<file path="src/rtl/div_share_ctrl.sv">
// Shared radix-2 restoring divider with round-robin thread arbitration; DIV_ZERO_BYPASS_EN skips CALC for b==0.
// Latency: rsp_valid seen at acceptance edge +XLEN+2 (+2 for bypassed divide-by-zero); II = XLEN+3.
// Backpressure: result held in DONE until rsp_ready; no grants issued while busy.
module div_share_ctrl #(
    parameter int NUM_Threads = 4,
    parameter int XLEN        = 32
) (
    input  logic                            clk,
    input  logic                            rst,
    input  logic [NUM_Threads-1:0]          req_valid,
    input  logic [2*NUM_Threads-1:0]        req_op,
    input  logic [XLEN*NUM_Threads-1:0]     req_a,
    input  logic [XLEN*NUM_Threads-1:0]     req_b,
    output logic [NUM_Threads-1:0]          req_ready,
    output logic                            busy,
    output logic                            rsp_valid,
    output logic [$clog2(NUM_Threads)-1:0]  rsp_tid,
    output logic [XLEN-1:0]                 rsp_data,
    input  logic                            rsp_ready
);

    localparam int TW = $clog2(NUM_Threads);
    localparam int CW = $clog2(XLEN + 1);

    typedef enum logic [1:0] {IDLE, CALC, FIXUP, DONE} state_t;

    state_t          state;
    logic [TW-1:0]   last_tid;
    logic [TW-1:0]   cur_tid;
    logic            op_rem;
    logic            q_neg;
    logic            r_neg;
    logic            b_zero;
    logic [XLEN-1:0] divisor;
    logic [XLEN-1:0] quo;
    logic [XLEN-1:0] rem;
    logic [CW-1:0]   cnt;

    // Round-robin search starting just after the last accepted thread
    logic [TW-1:0] cand;
    logic [TW-1:0] grant_idx;
    logic          grant_any;

    always_comb begin
        cand      = '0;
        grant_idx = '0;
        grant_any = 1'b0;
        for (int i = 1; i <= NUM_Threads; i++) begin
            cand = last_tid + TW'(i);
            if (!grant_any && req_valid[cand]) begin
                grant_any = 1'b1;
                grant_idx = cand;
            end
        end
    end

    // Grant is suppressed while reset is held so nothing looks accepted during reset
    always_comb begin
        req_ready = '0;
        if (state == IDLE && grant_any && !rst)
            req_ready[grant_idx] = 1'b1;
    end

    assign busy = (state != IDLE);

    // Winner's request, converted to magnitudes for the unsigned core
    logic [1:0]      sel_op;
    logic [XLEN-1:0] sel_a;
    logic [XLEN-1:0] sel_b;
    logic            sel_signed;
    logic            a_neg;
    logic            b_neg;
    logic [XLEN-1:0] a_mag;
    logic [XLEN-1:0] b_mag;

    always_comb begin
        sel_op     = req_op[grant_idx*2 +: 2];
        sel_a      = req_a[grant_idx*XLEN +: XLEN];
        sel_b      = req_b[grant_idx*XLEN +: XLEN];
        sel_signed = ~sel_op[0];
        a_neg      = sel_signed & sel_a[XLEN-1];
        b_neg      = sel_signed & sel_b[XLEN-1];
        a_mag      = a_neg ? -sel_a : sel_a;
        b_mag      = b_neg ? -sel_b : sel_b;
    end

    // One restoring step: the shifted partial remainder is XLEN+1 bits wide
    logic [XLEN:0] r_sh;
    logic [XLEN:0] r_sub;
    logic          geq;

    always_comb begin
        r_sh  = {rem, quo[XLEN-1]};
        r_sub = r_sh - {1'b0, divisor};
        geq   = ~r_sub[XLEN];
    end

    // Sign fix-up; divide-by-zero forces an all-ones quotient regardless of sign
    logic [XLEN-1:0] q_res;
    logic [XLEN-1:0] r_res;

    always_comb begin
        q_res = b_zero ? {XLEN{1'b1}} : (q_neg ? -quo : quo);
        r_res = r_neg ? -rem : rem;
    end

    always_ff @(posedge clk or posedge rst) begin
        if (rst) begin
            state     <= IDLE;
            last_tid  <= TW'(NUM_Threads - 1);
            cur_tid   <= '0;
            op_rem    <= 1'b0;
            q_neg     <= 1'b0;
            r_neg     <= 1'b0;
            b_zero    <= 1'b0;
            divisor   <= '0;
            quo       <= '0;
            rem       <= '0;
            cnt       <= '0;
            rsp_valid <= 1'b0;
            rsp_tid   <= '0;
            rsp_data  <= '0;
        end else begin
            case (state)
                IDLE: begin
                    if (grant_any) begin
                        cur_tid  <= grant_idx;
                        last_tid <= grant_idx;
                        op_rem   <= sel_op[1];
                        q_neg    <= a_neg ^ b_neg;
                        r_neg    <= a_neg;
                        b_zero   <= (sel_b == '0);
                        divisor  <= b_mag;
                        quo      <= a_mag;
                        cnt      <= CW'(XLEN);
`ifdef DIV_ZERO_BYPASS_EN
                        // With b==0 the remainder is just |a|; go straight to sign fix-up
                        if (sel_b == '0) begin
                            rem   <= a_mag;
                            state <= FIXUP;
                        end else begin
                            rem   <= '0;
                            state <= CALC;
                        end
`else
                        rem      <= '0;
                        state    <= CALC;
`endif
                    end
                end
                CALC: begin
                    quo <= {quo[XLEN-2:0], geq};
                    rem <= geq ? r_sub[XLEN-1:0] : r_sh[XLEN-1:0];
                    cnt <= cnt - CW'(1);
                    if (cnt == CW'(1))
                        state <= FIXUP;
                end
                FIXUP: begin
                    rsp_data  <= op_rem ? r_res : q_res;
                    rsp_tid   <= cur_tid;
                    rsp_valid <= 1'b1;
                    state     <= DONE;
                end
                DONE: begin
                    if (rsp_ready) begin
                        rsp_valid <= 1'b0;
                        state     <= IDLE;
                    end
                end
                default: state <= IDLE;
            endcase
        end
    end

endmodule

</file>
<file path="config.mk">
export PLATFORM = sky130hd
export DESIGN_NAME = div_share_ctrl
export DESIGN_NICKNAME = d
export VERILOG_FILES = /design/src/rtl/div_share_ctrl.sv
export SDC_FILE = /design/constraint.sdc
export NUM_CORES = 1
export LEC_CHECK = 0
export BUFFER_PORTS_ARGS = -buffer_cell sky130_fd_sc_hd__buf_2
export CAP_MARGIN = 20
export CORE_ASPECT_RATIO = 1.5
export CORE_MARGIN = 10
export CORE_UTILIZATION = 45
export CTS_CLUSTER_DIAMETER = 50
export CTS_CLUSTER_SIZE = 20
export DETAILED_ROUTE_END_ITERATION = 8
export GPL_ROUTABILITY_DRIVEN = 0
export GPL_TIMING_DRIVEN = 0
export PLACE_DENSITY_LB_ADDON = 0.2
export SETUP_SLACK_MARGIN = 0.5
export SLEW_MARGIN = 30
export SYNTH_ARGS = -nofsm -noshare
export SYNTH_HDL_FRONTEND = slang
export SYNTH_SLANG_ARGS = --single-unit
</file>
<file path="constraint.sdc">
create_clock -name clk -period 6.1 [get_ports clk]
set_input_delay 0.61 -clock clk [delete_from_list [all_inputs] [get_ports clk]]
set_output_delay 0.61 -clock clk [all_outputs]
set_load 0.01 [all_outputs]
</file>
==> impl_metrics.yaml <==
status:
  status: "complete, no violations"
placement:
  place_inst: 2297
  place.detailed.hpwl_microns: 45100
  dpl_cell_area_sq_um: 15600
  place_ws_ns: 1.65
  io_buffers: 310
drt:
  routedWlPerCell_microns: 23.2
  via_per_inst: 6.00
  first_pass_iters: 6
  drtAntennaViolNets: 0
  wl_microns: 54100
  drc: 0
  dr_total_vias: 14000
  drt_iter0_markers: 1101
timing:
  setup_tns_ns: 0
  maxSlewViolCount: 0
  tightestPinTransition_ns: 1.01
  setup_slack_ns: 1.55
  max_freq_mhz: 220
  rsz0062_at_grt: "false"
  setup_viol: 0
  fin_crit_sh: 0.746
  finClkSkew_ns: 0.00916
  maxSlewHeadroom: 0.304
  final_hold_viol_count: 0
  fin_crit_ns: 4.55
clock_tree:
  clk_path_buf_depth: 2
  cts_num_sinks: 147
  clock_latency_ns: 0.44
  cts_root_buf: "clkbuf_16"
  cts-resized-gates: 0
  tritoncts: "yes"
  h-tree-depth: 4
  cts_buffers: 17
  clk_pin_slew_ns: 0.06
  cts_setup_buffers: 0
  holdBufCountCts: 0
floorplanning:
  io-pin-count: 311
  die_area_sq_um: 37500
  die-height_microns: 232
  die_x_microns: 161
  std_cell_rows: 77
  core-area_sq_um: 29600
  start_util: 0.457
final_layout:
  layout-drive-gt1-share: 0.243
  layout_common_cells: "329 x buf_2, 196 x nand2_1, 145 x dfrtp_1"
  finalNonFillerCells: 2333
  layout_commonest_cell: "buf_2"
  finalNetCount: 2236
  multiInputGateArea_sq_um: 8940
  post-route-util: 0.548
  area_growth_pct: 20.0
  finalInstanceArea_sq_um: 16200
  fillers: 2810
  seqCellArea_sq_um: 3680
job:
  maxCapViolCount: 0
synth:
  synth_edf_count: 0
  synth_top_area_cell: "dfrtp_1"
  ys_ff_latch: 147
  synthCells: 1591
  synth_cell_types: 80
  syn_nets: 1906
  ys_warn_count: 0
  syn_area_sq_um: 13500
  yosysTopAreaCellShare: 0.269
  synthArstFlopShare: 1.00
  syn_avg_cell_area_sq_um: 8.49
  yosysSeqAreaShare: 0.273
  ys.flop_type: "dfrtp_1"
  netlist_top_cells_area: "dfrtp_1 27%, mux2i_1 9.2%, xor2_1 5.7%"
pwr:
  p_leak_nw: 7.55
  irDropWorstVdd_uv: 249
  cellPowerDensity_nw_per_um2: 581
grt:
  grt_pass1_vias: 14400
  gr-total-overflow: 0
  antenna_found_initial: 4
  grt_pass1_wl_microns: 82100
  grt_start_max_net_pins: 83
  grt_usage: 0.281
hold_path:
  hold_path.class: "primary input to asynchronous set/reset pin"
critical_path:
  worstSetupPathType: "flop to flop"
  critPathLaunchType: "flop"
  worstPathMaxFanout: 10
  cp-end-kind: "flop"
  cp_data_arrival_time_ns: 4.87
  cp_data_required_time_ns: 6.41
[final timing paths]
check / start / cells after the start / endpoint / slack [ns]
min in group clk: rsp_ready / 2 / rsp_valid / 0.37
min: rst / 2 / rsp_data[23] / 0.22
max reg2reg: last_tid[1] / 15 / quo[18] / 1.55
max: last_tid[1] / 15 / quo[18] / 1.55
max in group asynchronous: rst / 3 / last_tid[0] / 5.09
min reg2reg: divisor[10] / 2 / divisor[10] / 0.48
[final cells by class]
type,instances,share of cell area
multi-input combinational,1233,0.552
sequential,147,0.227
timing repair buffer,311,0.0974
buffer,110,0.0311
tap,395,0.0305
clock buffer,22,0.0286
inverter,101,0.0239
clock inverter,10,0.00911
antenna,4,0.000617
[critical path, stage by stage, from the launching register on]
cell and delay [ns]:
dfstp_2 0.52, buf_4 0.15, mux2i_1 0.25, a2bb2oi_1 0.36
clkbuf_1 0.54, o2111ai_1 0.25, and2_1 0.25, inv_1 0.06
ha_1 0.18, o21ai_0 0.10, o22ai_1 0.24, nand3_1 0.27
nor3_2 0.52, a31oi_1 0.18, and3_1 0.21, or3_1 0.33
[routing by layer]
| metal | GRT usage | vias up | routed length [microns] |
|---|---|---|---|
| li1 | - | 6534 | - |
| met1 | 0.316 | 6589 | 20600 |
| met2 | 0.473 | 719 | 25400 |
| met3 | 0.0648 | 167 | 4650 |
| met4 | 0.175 | 0 | 3460 |
| met5 | 0 | - | 0 |
[kinds of logic (layout without fill, tap and decap cells)]
group | after synthesis | count (layout) | synth area share
fa+ha+maj | 44 | 44 | 0.0413
flops | 147 | 147 | 0.273
buf+inv | 211 | 554 | 0.0654
xor+xnor | 146 | 146 | 0.0947
simple gates | 396 | 396 | 0.146
mux | 190 | 190 | 0.147
compound gates | 457 | 457 | 0.233
other cells | 0 | 4 | 0
[where the power goes]
| part | internal [mW] | total [mW] | switching (mW) |
|---|---|---|---|
| logic | 2.54 | 6.39 | 3.85 |
| registers | 1.44 | 1.93 | 0.489 |
| clock network | 0.668 | 1.09 | 0.421 |
[sequential cells by signal (all words and copies together) (netlist names), 2 cells and up]
signal and count:
last_tid 2, state 2, rem 32, rsp_data 32
rsp_tid 2, quo 32, cnt 6, cur_tid 2
divisor 32
[synthesized netlist by cell type (7+ instances only)]
cell type and number:
o41ai_1 17, buf_2 19, and2_1 10, buf_1 9, nand3_1 35, mux2i_1 124
o2111ai_1 19, xor2_1 88, ha_1 43, a21oi_1 52, buf_4 8, a31oi_1 26
or2_2 9, nand2_1 196, nor2b_1 11, nor2_1 40, clkbuf_1 69, dfrtp_1 145
o21ai_0 109, or3_1 9, o21a_1 7, o31ai_1 32, nor3_1 13, inv_1 101
o21ai_1 13, o221ai_1 19, o311ai_0 39, or4_1 7, xnor2_1 58, a22oi_1 49
a41oi_1 9, a21o_1 12, mux2_2 64, o22ai_1 8, nor4_1 14, and3_1 15
[stage by stage]
stage | hold slack, ns | power (mW)
2_1_floorplan | 0.444 | 6.33
3_3_place_gp | 0.457 | 8.05
3_5_place_dp | 0.472 | 8.19
4_1_cts | 0.243 | 9.31
5_1_grt | 0.273 | 10.1
6_report | 0.222 | 9.41
Note: power is estimated with default switching activity, not from simulation.
